## config.mk

```make
export PLATFORM = sky130hd
export DESIGN_NAME = uplink_stream_arbiter
export DESIGN_NICKNAME = d
export VERILOG_FILES = /design/src/rtl/uplink_arb_pkg.sv /design/src/rtl/uplink_mic_fifo.sv /design/src/rtl/uplink_stream_arbiter.sv
export SDC_FILE = /design/constraint.sdc
export NUM_CORES = 1
export LEC_CHECK = 0
export CORE_MARGIN = 2
export CORE_UTILIZATION = 25
export CTS_CLUSTER_SIZE = 10
export DETAILED_ROUTE_END_ITERATION = 12
export PLACE_DENSITY = 0.39
export SETUP_SLACK_MARGIN = 0.02
export SKIP_LAST_GASP = 1
export SLEW_MARGIN = 5
export SYNTH_ARGS = -nofsm -noshare
export SYNTH_HDL_FRONTEND = slang
export SYNTH_SLANG_ARGS = --single-unit
```

## constraint.sdc

```tcl
create_clock -name clk -period 11.7 [get_ports clk]
set_clock_uncertainty 0.15 [all_clocks]
set_input_delay 1.17 -clock clk [delete_from_list [all_inputs] [get_ports clk]]
set_output_delay 1.17 -clock clk [all_outputs]
set_load 0.03 [all_outputs]
```

## src/rtl/uplink_arb_pkg.sv

```systemverilog
// rtl/uplink_arb_pkg.sv - shared tags, widths and FSM states for the uplink stream arbiter
package uplink_arb_pkg;

   localparam int UPLINK_W = 64;
   localparam int MIC_W    = 32;
   localparam int MIC_CH_W = 5;
   localparam int ERR_W    = 2;
   localparam int BME_W    = 64;
   localparam int RGB_W    = 16;
   localparam int MIC_WORD_W = ERR_W + MIC_CH_W + MIC_W;

   typedef enum logic [1:0] {
      SRC_MIC = 2'd0,
      SRC_BME = 2'd1,
      SRC_RGB = 2'd2
   } src_e;

   typedef enum logic {
      ST_EMPTY  = 1'b0,
      ST_LOADED = 1'b1
   } state_e;

   // Clear first, then count the drop, so a drop coinciding with a clear is still recorded.
   function automatic logic [15:0] drop_cnt_next(input logic [15:0] cnt, input logic clr,
                                                 input logic drp);
      logic [15:0] base;
      base = clr ? 16'h0000 : cnt;
      return (drp && base != 16'hFFFF) ? base + 16'h0001 : base;
   endfunction

endpackage

```

## src/rtl/uplink_mic_fifo.sv

```systemverilog
// rtl/uplink_mic_fifo.sv - synchronous microphone FIFO; a push to a full FIFO is dropped
// unless a pop happens in the same cycle.
module uplink_mic_fifo #(
   parameter int DEPTH = 8,
   parameter int W     = 39
) (
   input  logic         clk,
   input  logic         reset,
   input  logic         push,
   input  logic [W-1:0] push_data,
   input  logic         pop,
   output logic [W-1:0] pop_data,
   output logic         full,
   output logic         empty,
   output logic         drop
);

   localparam int AW = $clog2(DEPTH);

   logic [AW:0]  wr_q, wr_d;
   logic [AW:0]  rd_q, rd_d;
   logic [W-1:0] mem_q [DEPTH];
   logic         push_ok;
   logic         pop_ok;

   // Equal index with differing wrap bits means the writer is a full lap ahead.
   assign empty = (wr_q == rd_q);
   assign full  = (wr_q[AW] != rd_q[AW]) && (wr_q[AW-1:0] == rd_q[AW-1:0]);

   assign pop_ok  = pop && !empty;
   assign push_ok = push && (!full || pop_ok);
   assign drop    = push && !push_ok;

   assign pop_data = mem_q[rd_q[AW-1:0]];

   always_comb begin
      wr_d = wr_q;
      rd_d = rd_q;
      if (push_ok) wr_d = wr_q + {{AW{1'b0}}, 1'b1};
      if (pop_ok)  rd_d = rd_q + {{AW{1'b0}}, 1'b1};
   end

   always_ff @(posedge clk) begin
      if (reset) begin
         wr_q <= '0;
         rd_q <= '0;
      end else begin
         wr_q <= wr_d;
         rd_q <= rd_d;
      end
   end

   always_ff @(posedge clk) begin
      if (push_ok) mem_q[wr_q[AW-1:0]] <= push_data;
   end

endmodule

```

## src/rtl/uplink_stream_arbiter.sv

```systemverilog
// rtl/uplink_stream_arbiter.sv - merges mic/BME/RGB streams onto one tagged 64-bit uplink.
// UPLINK_ARB_STATS_EN adds saturating per-source drop counters.
module uplink_stream_arbiter
   import uplink_arb_pkg::*;
#(
   parameter int MIC_FIFO_DEPTH = 8,
   parameter int STARVE_LIMIT   = 16
) (
   input  logic                clk,
   input  logic                reset,
   input  logic [MIC_W-1:0]    mic_input_data,
   input  logic [MIC_CH_W-1:0] mic_input_channel,
   input  logic [ERR_W-1:0]    mic_input_error,
   input  logic                mic_input_valid,
   input  logic [BME_W-1:0]    bme_input_data,
   input  logic [ERR_W-1:0]    bme_input_error,
   input  logic                bme_input_valid,
   input  logic [RGB_W-1:0]    rgb_input_data,
   input  logic [ERR_W-1:0]    rgb_input_error,
   input  logic                rgb_input_valid,
   output logic [UPLINK_W-1:0] uplink_data,
   output logic [1:0]          uplink_source,
   output logic [MIC_CH_W-1:0] uplink_channel,
   output logic [ERR_W-1:0]    uplink_error,
   output logic                uplink_valid,
   input  logic                uplink_ready,
`ifdef UPLINK_ARB_STATS_EN
   output logic [15:0]         mic_drop_count,
   output logic [15:0]         bme_drop_count,
   output logic [15:0]         rgb_drop_count,
`endif
   output logic [2:0]          drop_flags,
   input  logic                drop_clear
);

   localparam logic [7:0] STARVE_LIM8 = 8'(STARVE_LIMIT);

   state_e                state_q, state_d;
   logic [UPLINK_W-1:0]   data_q, data_d;
   src_e                  src_q, src_d;
   logic [MIC_CH_W-1:0]   ch_q, ch_d;
   logic [ERR_W-1:0]      err_q, err_d;

   logic                  bme_full_q, bme_full_d;
   logic [BME_W-1:0]      bme_data_q, bme_data_d;
   logic [ERR_W-1:0]      bme_err_q, bme_err_d;
   logic                  rgb_full_q, rgb_full_d;
   logic [RGB_W-1:0]      rgb_data_q, rgb_data_d;
   logic [ERR_W-1:0]      rgb_err_q, rgb_err_d;

   logic [7:0]            starve_q, starve_d;
   logic [2:0]            drop_q, drop_d;

   logic [MIC_WORD_W-1:0] mic_word;
   logic                  mic_full;
   logic                  mic_empty;
   logic                  mic_drop;
   logic                  bme_drop;
   logic                  rgb_drop;

   logic                  grant;
   logic                  sensor_pend;
   logic                  force_sensor;
   logic                  sel_mic;
   logic                  sel_bme;
   logic                  sel_rgb;

   uplink_mic_fifo #(
      .DEPTH (MIC_FIFO_DEPTH),
      .W     (MIC_WORD_W)
   ) u_mic_fifo (
      .clk       (clk),
      .reset     (reset),
      .push      (mic_input_valid),
      .push_data ({mic_input_error, mic_input_channel, mic_input_data}),
      .pop       (sel_mic),
      .pop_data  (mic_word),
      .full      (mic_full),
      .empty     (mic_empty),
      .drop      (mic_drop)
   );

   // Only buffered beats compete; an arriving beat is never bypassed to the output.
   assign grant        = (state_q == ST_EMPTY) || uplink_ready;
   assign sensor_pend  = bme_full_q || rgb_full_q;
   assign force_sensor = sensor_pend && (starve_q == STARVE_LIM8);
   assign sel_mic      = grant && !mic_empty && !force_sensor;
   assign sel_bme      = grant && bme_full_q && !sel_mic;
   assign sel_rgb      = grant && rgb_full_q && !sel_mic && !bme_full_q;

   assign bme_drop = bme_input_valid && bme_full_q && !sel_bme;
   assign rgb_drop = rgb_input_valid && rgb_full_q && !sel_rgb;

   always_comb begin
      bme_full_d = bme_full_q;
      bme_data_d = bme_data_q;
      bme_err_d  = bme_err_q;
      rgb_full_d = rgb_full_q;
      rgb_data_d = rgb_data_q;
      rgb_err_d  = rgb_err_q;
      if (sel_bme) bme_full_d = 1'b0;
      if (bme_input_valid && !bme_drop) begin
         bme_full_d = 1'b1;
         bme_data_d = bme_input_data;
         bme_err_d  = bme_input_error;
      end
      if (sel_rgb) rgb_full_d = 1'b0;
      if (rgb_input_valid && !rgb_drop) begin
         rgb_full_d = 1'b1;
         rgb_data_d = rgb_input_data;
         rgb_err_d  = rgb_input_error;
      end
   end

   always_comb begin
      state_d = state_q;
      data_d  = data_q;
      src_d   = src_q;
      ch_d    = ch_q;
      err_d   = err_q;
      if (grant) begin
         state_d = ST_LOADED;
         if (sel_mic) begin
            data_d = UPLINK_W'(mic_word[MIC_W-1:0]);
            src_d  = SRC_MIC;
            ch_d   = mic_word[MIC_W +: MIC_CH_W];
            err_d  = mic_word[MIC_W+MIC_CH_W +: ERR_W];
         end else if (sel_bme) begin
            data_d = UPLINK_W'(bme_data_q);
            src_d  = SRC_BME;
            ch_d   = '0;
            err_d  = bme_err_q;
         end else if (sel_rgb) begin
            data_d = UPLINK_W'(rgb_data_q);
            src_d  = SRC_RGB;
            ch_d   = '0;
            err_d  = rgb_err_q;
         end else begin
            state_d = ST_EMPTY;
         end
      end
   end

   always_comb begin
      starve_d = starve_q;
      if (!sensor_pend || sel_bme || sel_rgb) starve_d = 8'd0;
      else if (sel_mic)                       starve_d = starve_q + 8'd1;
   end

   assign drop_d = (drop_q & ~{3{drop_clear}}) | {rgb_drop, bme_drop, mic_drop};

   always_ff @(posedge clk) begin
      if (reset) begin
         state_q    <= ST_EMPTY;
         data_q     <= '0;
         src_q      <= SRC_MIC;
         ch_q       <= '0;
         err_q      <= '0;
         bme_full_q <= 1'b0;
         bme_data_q <= '0;
         bme_err_q  <= '0;
         rgb_full_q <= 1'b0;
         rgb_data_q <= '0;
         rgb_err_q  <= '0;
         starve_q   <= 8'd0;
         drop_q     <= 3'b000;
      end else begin
         state_q    <= state_d;
         data_q     <= data_d;
         src_q      <= src_d;
         ch_q       <= ch_d;
         err_q      <= err_d;
         bme_full_q <= bme_full_d;
         bme_data_q <= bme_data_d;
         bme_err_q  <= bme_err_d;
         rgb_full_q <= rgb_full_d;
         rgb_data_q <= rgb_data_d;
         rgb_err_q  <= rgb_err_d;
         starve_q   <= starve_d;
         drop_q     <= drop_d;
      end
   end

`ifdef UPLINK_ARB_STATS_EN
   logic [15:0] mic_cnt_q, bme_cnt_q, rgb_cnt_q;

   always_ff @(posedge clk) begin
      if (reset) begin
         mic_cnt_q <= 16'h0000;
         bme_cnt_q <= 16'h0000;
         rgb_cnt_q <= 16'h0000;
      end else begin
         mic_cnt_q <= drop_cnt_next(mic_cnt_q, drop_clear, mic_drop);
         bme_cnt_q <= drop_cnt_next(bme_cnt_q, drop_clear, bme_drop);
         rgb_cnt_q <= drop_cnt_next(rgb_cnt_q, drop_clear, rgb_drop);
      end
   end

   assign mic_drop_count = mic_cnt_q;
   assign bme_drop_count = bme_cnt_q;
   assign rgb_drop_count = rgb_cnt_q;
`endif

   assign uplink_valid   = (state_q == ST_LOADED);
   assign uplink_data    = data_q;
   assign uplink_source  = src_q;
   assign uplink_channel = ch_q;
   assign uplink_error   = err_q;
   assign drop_flags     = drop_q;

endmodule

```

After elaboration in Yosys (flattened, before gate mapping)
Memories as Yosys holds them, arrays and structs flattened. A register that Yosys moved wholly into a read port is not among the register bits.
Index checks and enable logic that the tools add are counted.
{"block": "classes", "shift": 0, "addsub": 3, "n_reduce_logical": 39, "mul": 0, "n_lt_le_gt_ge": 0, "bitwise_logic": 4, "n_mux": 23, "div": 0, "eq_ne": 4}
{"operator": "$mux W64", "count": 3}
{"operator": "$logic_and A1 B1 Y1", "count": 18}
{"operator": "$mux W5", "count": 3}
{"operator": "$mux W2", "count": 6}
{"operator": "$logic_not A1 Y1", "count": 11}
{"operator": "$mux W1", "count": 9}
{"operator": "$add A4 B1 Y4 const B", "count": 2}
{"operator": "$add A8 B1 Y8 const B", "count": 1}
{"operator": "$eq A8 B5 Y1 const B", "count": 1}
{"operator": "$mux W3", "count": 2}
{"operator": "$logic_or A1 B1 Y1", "count": 5}
{"operator": "$eq A4 B4 Y1", "count": 1}
{"operator": "$reduce_bool A2 Y1", "count": 2}
{"operator": "$and A3 B3 Y3", "count": 1}
{"operator": "$eq A3 B3 Y1", "count": 1}
{"operator": "$not A3 Y3", "count": 1}
{"operator": "$or A3 B3 Y3", "count": 1}
{"operator": "$reduce_bool A3 Y1", "count": 1}
{"operator": "$reduce_and A2 Y1", "count": 1}
{"operator": "$reduce_or A2 Y1", "count": 1}
{"operator": "$ne A1 B1 Y1", "count": 1}
{"operator": "$not A1 Y1", "count": 1}
{"block": "word_totals", "in_bits": 130, "ramBits": 312, "romBits": 0, "elab_cells": 89, "regBits": 179, "memories": 1, "out_inout_bits": 77, "latch_bits": 0}
{"name": "u_mic_fifo.mem_q", "depth": 8, "width": 39, "rd": 1, "rd_clocked_by_memory_dff": 1, "wr": 1, "line": "uplink_mic_fifo.sv:22", "rtl": "logic [W-1:0] mem_q [DEPTH];"}

Depth between registers and ports, before layout
Gate-level depths: netlist (run 1).
{"block": "logic_depth", "word_depth": 12, "mapped_depth": 10, "mapped_depth_nobuf": 7}

By module
A second synthesis (run 1) with hierarchy kept.
{"block": "unflattened", "cells_unflattened": 1282, "area_unflattened_um2": 19118.3}
{"mod": "uplink_mic_fifo", "area_each_um2": 12396.9, "cells_per_inst": 523, "n_inst": 1, "seq_area_each_um2": 9589.2}
{"mod": "uplink_stream_arbiter", "area_each_um2": 6721.4, "cells_per_inst": 759, "n_inst": 1, "seq_area_each_um2": 3423.3}

Least setup slack after synthesis (run 1)
OpenSTA, ideal clock, no wires.
{"block": "synth_timing", "path_type": "input-to-reg", "startpoint": "input port uplink_ready", "endpoint": "memory u_mic_fifo.mem_q[1][0], enable pin", "cell_stages": 6, "n_path_buf": 1, "required_time_ns": 11.066, "setup_slack_ns": 6.066, "arrival_time_ns": 5.000, "cell_sequence": "nand2b_1 > clkbuf_1 > o31a_1 > o21ai_1 > or2_2 > nor3_1"}
{"block": "synth_between", "elab_chain_len": 8}
{"item": "start: declaration", "line": "uplink_stream_arbiter.sv:26", "rtl": "input logic uplink_ready,"}
{"item": "$logic_or A1 B1 Y1", "line": "uplink_stream_arbiter.sv:84", "rtl": "assign grant = (state_q == ST_EMPTY) || uplink_ready;"}
{"item": "$logic_and A1 B1 Y1 (2 in series)", "line": "uplink_stream_arbiter.sv:87", "rtl": "assign sel_mic = grant && !mic_empty && !force_sensor;"}
{"item": "$logic_and A1 B1 Y1", "line": "uplink_mic_fifo.sv:30", "rtl": "assign pop_ok = pop && !empty;"}
{"item": "$logic_or A1 B1 Y1", "line": "uplink_mic_fifo.sv:31", "rtl": "assign push_ok = push && (!full || pop_ok);"}
{"item": "$logic_and A1 B1 Y1", "line": "uplink_mic_fifo.sv:31"}
{"item": "$mux W1", "line": "uplink_mic_fifo.sv:54", "rtl": "if (push_ok) mem_q[wr_q[AW-1:0]] <= push_data;"}
{"item": "$mux W1 (implied by the code)", "line": "uplink_mic_fifo.sv:54"}
{"item": "end: declaration", "line": "uplink_mic_fifo.sv:22"}
Every way passes these cells.

Worst setup path after layout (run 1)
{"block": "layout_timing", "startpoint": "input port uplink_ready", "endpoint": "memory u_mic_fifo.mem_q[4][23], enable pin"}
The elaborated chain is that of the path after synthesis.

==> metrics.md, run 1 <==
| Metric | Value |
|---|---|
| TNS Setup | 0 ns |
| Initial Utilization | 0.254 |
| Startpoint types | input port |
| Count of cell types in the netlist | 47 |
| Vias in the first global route | about 12000 |
| Switching share of power | 0.298 |
| Synth warn | 0 |
| Number of synthesized flops with an enable pin | between 300 and 400 |
| Combinational share of power | 0.229 |
| Async S/R FF share, synth | 0 |
| Max Clock Freq | 254 MHz |
| Final period util | 0.337 |
| Dominant cells by area after synthesis | edfxtp_1, dfxtp_1, mux4_2 |
| Crit path time final | 3.94 ns |
| CTS tree | built |
| Clk sinks | 494 |
| Clock Root Buffer | clkbuf_16 |
| Status | completed |
| Final setup fails | 0 |
| Internal | 3.38 mW |
| Synth Register Bits | just under 500 |
| Post-CTS Setup Bufs | 0 |
| Bufs on Longest Clock Path | 3 |
| NetSw | 1.44 mW |
| Layout area overhead | 24.8% |
| Skew-Pair Late Insertion Delay | 0.61 ns |
| Die ar. | 79600 um2 |
| Total gr overflow | 0 |
| Top post-synthesis cells by count | edfxtp_1, dfxtp_1, nand2b_1 |
| Critical Setup Path Class | input port to flop |
| Top-area cell type share of the netlist area | 0.485 |
| Total Routed Length | between 50000 and 60000 um |
| Cts repair resizes | 0 |
| Synthesized instance count | roughly 1300 |
| Via density | 4.44 |
| Part of the power in registers | 0.436 |
| Reg clk slew, reported paths | 0.06 ns |
| DRC | 0 |
| CP arrival | between 4 and 5 ns |
| Placer Congestion | 0.692 |
| PortBufs | 206 |
| H-tree levels | 2 |
| Drt pass-1 iters | 5 |
| Max cap viols | 0 |
| First-pass GRT wire length | 77700 um |
| Hold buffers post-CTS | 0 |
| Pleak | about 7.7 nW |
| Initial antenna violation count | 6 |
| Highest net fanout along the worst path | 25 |
| Mapped Area | 19300 um2 |
| Post-DRT Antenna Nets | 0 |
| Power per Cell Area | 200 nW/um2 |
| Synth area leader | edfxtp_1 |
| Nets | 1594 |
| DRT iter0 DRCs | 728 |
| Synth Net Count | about 1400 |
| Final hold vios | 0 |
| GRT Util Overall | 0.131 |
| Most numerous cell in the Yosys netlist | edfxtp_1 |
| Layout cells sized above 1 | 0.153 |
| Headroom to the max-slew limit | 0.249 |
| Wire length per cell | 21.0 um |
| Actual slew at the worst max-slew pin | 1.13 ns |
| HP Class | flop to flop |
| RSZ-0062 raised after global routing | no |
| Rows | 101 |
| Largest net degree at the start of global routing | 142 |
| Peak VDD IR | 0.108 mV |
| Syn Area/Cell | roughly 15 um2 |
| Crit end category | flop |
| Die Width | 282 um |
| Cts bufs inserted | 58 |
| Power Total | between 4 and 5 mW |
| DR vias | 11200 |
| CP required | 11.80 ns |
| Synth Flop Type | edfxtp_1 |
| Max-slew violations | 0 |
| Post-synthesis sequential area ratio | 0.673 |
| Ports | 207 |
| Post-detail-place hpwl | 31400 um |
| Clock power share | 0.335 |
| Die Ht | 282 um |
| CORE AREA | around 76000 um2 |
-- cell usage in the layout (no fill, tap or decap), drive strengths merged, types with 2 or more instances in the layout --
| cell | synthesis | routed |
|---|---|---|
| xor2 | 8 | 8 |
| clkinv | 0 | 3 |
| mux4 | 78 | 78 |
| nand3b | 2 | 2 |
| ha | 4 | 4 |
| nand4 | 4 | 4 |
| nand2b | 136 | 136 |
| a32oi | 38 | 38 |
| mux2 | 40 | 40 |
| or3 | 3 | 3 |
| xnor2 | 5 | 5 |
| a221oi | 18 | 18 |
| a21oi | 44 | 44 |
| mux2i | 67 | 67 |
| dfxtp | 182 | 182 |
| clkdlybuf4s50 | 0 | 205 |
| nor2 | 60 | 60 |
| inv | 26 | 29 |
| buf | 33 | 20 |
| nand2 | 10 | 10 |
| and3 | 3 | 3 |
| nand3 | 40 | 40 |
| o21ai | 39 | 39 |
| and2 | 2 | 2 |
| clkbuf | 60 | 81 |
| edfxtp | 312 | 312 |
| or2 | 2 | 2 |
| nor3 | 3 | 3 |
| a22oi | 35 | 35 |
-- power by group through the flow --
stage	Clock, mW	Sequential, mW	Combinational, mW
5_1_grt	1.74	2.12	1.19
2_1_floorplan	0	2.18	0.623
3_5_place_dp	0	2.14	1.12
4_1_cts	1.68	2.11	1.13
6_report	1.61	2.10	1.10
3_3_place_gp	0	2.14	1.12
-- sequential cells by signal (all words and copies together), names as in the netlist, named ones only --
| register | flops |
|---|---|
| uplink_data | 64 |
| uplink_error | 2 |
| uplink_source | 2 |
| starve_q | 8 |
| u_mic_fifo.mem_q | 312 |
| rgb_err_q | 2 |
| bme_full_q | 1 |
| bme_data_q | 64 |
| bme_err_q | 2 |
| rgb_full_q | 1 |
| rgb_data_q | 16 |
| uplink_channel | 5 |
| uplink_valid | 1 |
| drop_flags | 3 |
| u_mic_fifo.rd_q | 4 |
| u_mic_fifo.wr_q | 4 |
-- per-stage QoR --
| stage | hold slack, ns | setup slack (ns) | cells | cell area [um2] | util |
|---|---|---|---|---|---|
| final | 0.316 | 7.76 | 2518 | 24100 | 0.316 |
| after floorplan | 0.298 | 6.07 | 1268 | 19300 | - |
| after global routing | 0.330 | 7.51 | 2518 | 24100 | 0.316 |
| after global placement | 0.306 | 7.15 | 2430 | 22500 | 0.295 |
| after CTS | 0.321 | 7.73 | 2517 | 24100 | 0.316 |
| after detailed placement | 0.313 | 7.07 | 2430 | 22500 | 0.295 |
-- per-layer routing --
metal  global-route usage  share of wire
met4               0.0311          0.015
met2                0.210           0.47
met5                    0         0.0010
met3               0.0281          0.049
met1                0.182           0.46
-- path summary, 6_finish.rpt --
path / from / to / slack, ns / cells after the start
worst max register to register: starve_q[0] / bme_data_q[41] / 8.30 / 8
worst min register to register: uplink_data[9] / uplink_data[9] / 0.32 / 2
worst max-delay path: uplink_ready / u_mic_fifo.mem_q[4][23] / 7.76 / 7
worst min-delay path: uplink_data[9] / uplink_data[9] / 0.32 / 2
-- critical path, stage by stage --
cell	delay (ns)
clkdlybuf4s50_1	0.45
nand2b_1	0.38
o31a_1	0.37
o21ai_1	0.26
nand2b_1	0.39
nor2_4	0.51
buf_4	0.48
-- layout make-up --
class / instances / area [um2]
diodes: 1 / 2.50
repair buffers: 225 / 2210
well taps: 1030 / 1290
flip-flops and latches: 494 / 13000
fillers: 7506 / 52100
multi-input cells: 655 / 5860
clock inverters: 6 / 51.3
clock buffers: 81 / 1590
inverters: 26 / 97.6
-- kinds of logic after synthesis --
logic type,Yosys count,share of synthesized area
flip-flops,494,0.673
AND/OR/NAND/NOR,269,0.0758
multiplexers,185,0.149
AO/OA/AOI/OAI,184,0.0659
buffers and inverters,119,0.0278
XOR/XNOR,13,0.00589
adder cells (fa/ha/maj),4,0.00259
Power figures use the tool's default switching activity.
==> inputs of run 2 (changes only) <==
- clock period: 11.7 -> 3.8 ns (I/O delays scaled with it)
==> metrics.md, run 2 (synthesis results as in run 1) <==
| Metric | Value |
|---|---|
| TNS Setup | 0 ns |
| Final period util | 0.789 |
| Cts repair resizes | 0 |
| Vias in the first global route | 12000 |
| Peak VDD IR | approximately 0.36 mV |
| HP Class | input port to flop |
| Total Routed Length | around 53000 um |
| DR vias | about 11000 |
| Crit path time final | 3.00 ns |
| RR Startpoint | starve_q[0] |
| Initial Utilization | 0.254 |
| Power Total | between 15 and 20 mW |
| Startpoint types | flop |
| Status | completed |
| PortBufs | 206 |
| CP arrival | 3.40 ns |
| Post-detail-place hpwl | 32900 um |
| Final setup fails | 0 |
| NetSw | 4.52 mW |
| H-tree levels | 2 |
| Dpl cell area | ~23000 um2 |
| Headroom to the max-slew limit | 0.496 |
| CP required | around 4.2 ns |
| Combinational share of power | 0.237 |
| Actual slew at the worst max-slew pin | 0.756 ns |
| Most frequent cells in the layout | edfxtp_1, clkdlybuf4s50_1, dfxtp_1, nand2b_1, mux4_2 |
| Reg2reg end | uplink_data[61] |
| Cells after DPL | 2449 |
| Max reg flops | 312 |
| Initial antenna violation count | 6 |
| Finished Cell Area | approximately 25000 um2 |
| RSZ-0062 raised after global routing | no |
| Worst hold stages | 2 |
| Hold Crit Start | reset |
| Fill count | around 7500 |
| Final hold vios | 0 |
| Top cell by count, worst path | buf_4 |
| Internal | approximately 11 mW |
| CORE AREA | 76200 um2 |
| DRT iter0 DRCs | 755 |
| Part of the power in registers | 0.422 |
| Max stage delay cell, worst path | or4b_1 |
| Max Clock Freq | 334 MHz |
| Pleak | 7.95 nW |
| R2R setup slack | 0.80 ns |
| R2R depth | 9 |
| Die Ht | 282 um |
| CP delay by family, top | simple AND/OR/NAND/NOR gates |
| Clock power share | 0.341 |
| Nets | roughly 1600 |
| Die Width | 282 um |
| Via density | 4.45 |
| Critical Setup Path Class | flop to flop |
| Ports | just over 200 |
| Layout cells sized above 1 | 0.166 |
| Total gr overflow | 0 |
| WHS | around 0.12 ns |
| Clk sinks | 494 |
| Post-CTS Setup Bufs | 0 |
| Rows | 101 |
| Post-DRT Antenna Nets | 0 |
| Highest net fanout along the worst path | 43 |
| Largest net degree at the start of global routing | about 110 |
| Number of buffers and inverters on the critical path | 3 |
| First-pass GRT wire length | 79000 um |
| CP cell instances | inv_1 > ha_1 > or4b_1 > or3_1 > a21oi_4 > buf_4 > buf_4 > a32oi_1 > nor2_1 |
| Power per Cell Area | 616 nW/um2 |
| DRC | 0 |
| Crit end category | flop |
| Max cap viols | 0 |
| CTS tree | built |
| Largest stage delay, worst path | around 0.50 ns |
| WHS Endpoint | uplink_data[56] |
| Core Util, Final | 0.323 |
| Bufs on Longest Clock Path | 3 |
| Placer Congestion | about 0.73 |
| Most common cell after layout, fill and taps aside | edfxtp_1 |
| Reg clk slew, reported paths | approximately 0.060 ns |
| Die ar. | 79600 um2 |
| Layout area overhead | 27.2% |
| Wire length per cell | between 20 and 25 um |
| Clock Root Buffer | clkbuf_16 |
| Post-Layout Cell Count | 2540 |
| Pre-CTS setup slack | 0.802 ns |
| GRT Util Overall | 0.133 |
| Skew-Pair Late Insertion Delay | 0.63 ns |
| Max-slew violations | 0 |
| Hold buffers post-CTS | 0 |
| Final worst-path setup slack | 0.804 ns |
| Drt pass-1 iters | 5 |
| Cts bufs inserted | 59 |
| Switching share of power | 0.298 |
-- run 2: changes by cell type in the layout (fill, tap and decap cells not counted), moves of 2 or more --
cell / change
dfxtp_4: -2
nor3_2: -3
inv_6: -3
clkinv_16: +2
clkbuf_1: -2
clkinv_2: +2
dfxtp_2: +2
nor3_4: +3
buf_12: +16
buf_4: +3
-- run 2: final cells by class --
| cell class | instances | area (um2) | share of cell area |
|---|---|---|---|
| tap | 1030 | 1290 | 0.0524 |
| sequential | 494 | 13000 | 0.530 |
| inverter | 26 | 97.6 | 0.00397 |
| clock buffer | 80 | 1610 | 0.0653 |
| antenna | 1 | 2.50 | 0.000102 |
| clock inverter | 10 | 141 | 0.00575 |
| timing repair buffer | 244 | 2550 | 0.104 |
| multi-input combinational | 655 | 5880 | 0.239 |
-- run 2: metal layers --
metal / vias to the layer above / track usage / routed length, um
li1: 5252 / - / -
met1: 5731 / 0.178 / 24100
met2: 226 / 0.219 / 25400
met3: 78 / 0.0297 / 2820
met4: 8 / 0.0327 / 964
met5: - / 0 / 46
-- run 2: power groups by stage --
stage / Combinational [mW] / Clock, mW / Sequential (mW)
6_report: 3.59 / 5.17 / 6.39
5_1_grt: 3.88 / 5.58 / 6.45
4_1_cts: 3.67 / 5.37 / 6.42
3_5_place_dp: 3.66 / 0 / 6.52
3_3_place_gp: 3.65 / 0 / 6.52
2_1_floorplan: 1.92 / 0 / 6.70
-- run 2: worst max-delay path by stage --
stage / from / endpoint / cells past startpoint
detailed placement: starve_q[0] / uplink_data[61] / 9
CTS: starve_q[0] / uplink_data[61] / 9
floorplan: uplink_valid / u_mic_fifo.mem_q[5][0] / 6
global placement: starve_q[0] / uplink_data[42] / 9
global route: starve_q[0] / uplink_data[61] / 9
finish: starve_q[0] / uplink_data[61] / 9
-- run 2: worst reg2reg max path, stage by stage, from the launching register on --
cell	delay, ns
dfxtp_1	0.33
inv_1	0.08
ha_1	0.14
or4b_1	0.50
or3_1	0.42
a21oi_4	0.16
buf_4	0.49
buf_4	0.46
a32oi_1	0.09
nor2_1	0.11
==> inputs of run 3 (changes only) <==
- clock period: 3.8 -> 3.1 ns (I/O delays scaled with it)
==> metrics.md, run 3 (synthesis results as in run 1) <==
| Metric | Value |
|---|---|
| Cts bufs inserted | 57 |
| Initial Utilization | 0.254 |
| Rows | 101 |
| Peak VDD IR | 0.367 mV |
| Drt pass-1 iters | 5 |
| Clock power share | 0.329 |
| Max-slew violations | 0 |
| Ports | 207 |
| Most common cell after layout, fill and taps aside | edfxtp_1 |
| R2R depth | 9 |
| Die Width | 282 um |
| Actual slew at the worst max-slew pin | 0.727 ns |
| RSZ-0062 raised after global routing | no |
| Post-detail-place hpwl | 32900 um |
| Most frequent cells in the layout | edfxtp_1, clkdlybuf4s50_1, dfxtp_1, nand2b_1, mux4_2 |
| Nets | 1620 |
| Total Routed Length | 51900 um |
| Internal | approximately 13 mW |
| RR Startpoint | starve_q[0] |
| CP required | 3.27 ns |
| Critical Setup Path Class | flop to flop |
| Crit end category | flop |
| Part of the power in registers | 0.424 |
| Post-DRT Antenna Nets | 0 |
| Max Clock Freq | 359 MHz |
| GRT Util Overall | 0.130 |
| Dpl cell area | 22900 um2 |
| Switching share of power | 0.297 |
| Wire length per cell | 20.4 um |
| Finished Cell Area | 24600 um2 |
| CORE AREA | 76200 um2 |
| Worst hold stages | 3 |
| Layout cells sized above 1 | 0.164 |
| Placer Congestion | 0.708 |
| Final period util | 0.898 |
| Max reg flops | 312 |
| N_diodes | 0 |
| Highest net fanout along the worst path | 22 |
| Bufs on Longest Clock Path | 3 |
| Skew-Pair Late Insertion Delay | just over 0.6 ns |
| Reg clk slew, reported paths | around 0.06 ns |
| R2R setup slack | approximately 0.32 ns |
| First-pass GRT wire length | between 70000 and 80000 um |
| Vias in the first global route | about 12000 |
| Die Ht | 282 um |
| Startpoint types | flop |
| Largest net degree at the start of global routing | 64 |
| Status | completed |
| Combinational share of power | 0.247 |
| PortBufs | 206 |
| H-tree levels | 2 |
| Pleak | 7.94 nW |
| DRC | 0 |
| Hold Crit Start | rgb_input_data[4] |
| DR vias | 11200 |
| Final setup fails | 0 |
| Fill count | 7496 |
| Reg2reg end | u_mic_fifo.mem_q[4][4] |
| HP Class | input port to flop |
| DRT iter0 DRCs | 784 |
| Power per Cell Area | 747 nW/um2 |
| WHS Endpoint | rgb_data_q[4] |
| WHS | 0.131 ns |
| Via density | between 4 and 5 |
| Initial antenna violation count | 6 |
| Crit path time final | 2.78 ns |
| Final hold vios | 0 |
| Headroom to the max-slew limit | 0.515 |
| Total gr overflow | 0 |
| Die ar. | 79600 um2 |
| Clk sinks | a little under 500 |
| Power Total | ~18 mW |
| Clock Root Buffer | clkbuf_16 |
| Layout area overhead | 27.2% |
| CP arrival | 2.95 ns |
| Cts repair resizes | 0 |
| Post-CTS Setup Bufs | 0 |
| NetSw | 5.46 mW |
| CTS tree | built |
| Max cap viols | 0 |
==> run 3: changes by cell type in the layout (fill, tap and decap cells not counted), moves of 3 or more <==
cell	change
clkbuf_8	-4
clkbuf_1	+12
clkinv_2	-3
buf_12	+4
buf_4	+3
==> run 3: what timing repair did <==
item | 4_1_cts | 5_1_grt
setup endpoints to repair | 0 | 0
hold buffers | 1 | 0
hold endpoints to repair | 22 | 0
==> run 3: worst max path at each step <==
| stage | endpoint | slack [ns] | start |
|---|---|---|---|
| 2_1_floorplan | u_mic_fifo.mem_q[5][0] | -0.0006 | starve_q[0] |
| 3_3_place_gp | u_mic_fifo.mem_q[2][29] | 0.33 | uplink_ready |
| 3_5_place_dp | u_mic_fifo.mem_q[4][8] | 0.32 | starve_q[0] |
| 4_1_cts | u_mic_fifo.mem_q[4][4] | 0.28 | starve_q[0] |
| 5_1_grt | uplink_data[6] | 0.15 | starve_q[0] |
| 6_report | u_mic_fifo.mem_q[4][4] | 0.32 | starve_q[0] |
==> run 3: layout make-up <==
| cell class | count | area [um2] | area share |
|---|---|---|---|
| clock buffers | 87 | 1570 | 0.0639 |
| flip-flops and latches | 494 | 13000 | 0.529 |
| multi-input cells | 655 | 5880 | 0.239 |
| inverters | 26 | 97.6 | 0.00397 |
| clock inverters | 4 | 72.6 | 0.00295 |
| repair buffers | 252 | 2660 | 0.108 |
| well taps | 1030 | 1290 | 0.0524 |
==> run 3: per-layer routing <==
metal	routed length, um	share of wire	global-route usage	vias to the layer above
li1	-	-	-	5258
met1	23100	0.45	0.172	5671
met2	24800	0.48	0.211	222
met3	2810	0.054	0.0301	75
met4	1160	0.022	0.0374	10
met5	63	0.0012	0	-
==> run 3: through the flow <==
step / util / setup TNS, ns / setup slack, ns / instances
after CTS: 0.323 / 0 / 0.282 / 2548
after detailed placement: 0.301 / 0 / 0.322 / 2456
after global routing: 0.323 / 0 / 0.146 / 2548
after floorplan: - / -0.0464 / -0.000598 / 1268
final: 0.323 / 0 / 0.317 / 2548
after global placement: 0.301 / 0 / 0.327 / 2456
==> run 3: worst max-delay path, stage by stage (launching register included) <==
cell and delay (ns):
dfxtp_1 0.33, inv_1 0.08, ha_1 0.13, or4b_1 0.50
o31a_1 0.29, o21ai_2 0.36, nand2b_1 0.16, buf_4 0.18
nor2_4 0.04, buf_4 0.25
==> run 3: power by group through the flow <==
stage | clock (mW) | sequential (mW) | combinational (mW)
after floorplan | 0 | 8.21 | 2.36
after CTS | 6.30 | 7.81 | 4.64
after detailed placement | 0 | 7.95 | 4.61
after global placement | 0 | 7.94 | 4.61
after global routing | 6.53 | 7.86 | 4.89
final | 6.05 | 7.79 | 4.54
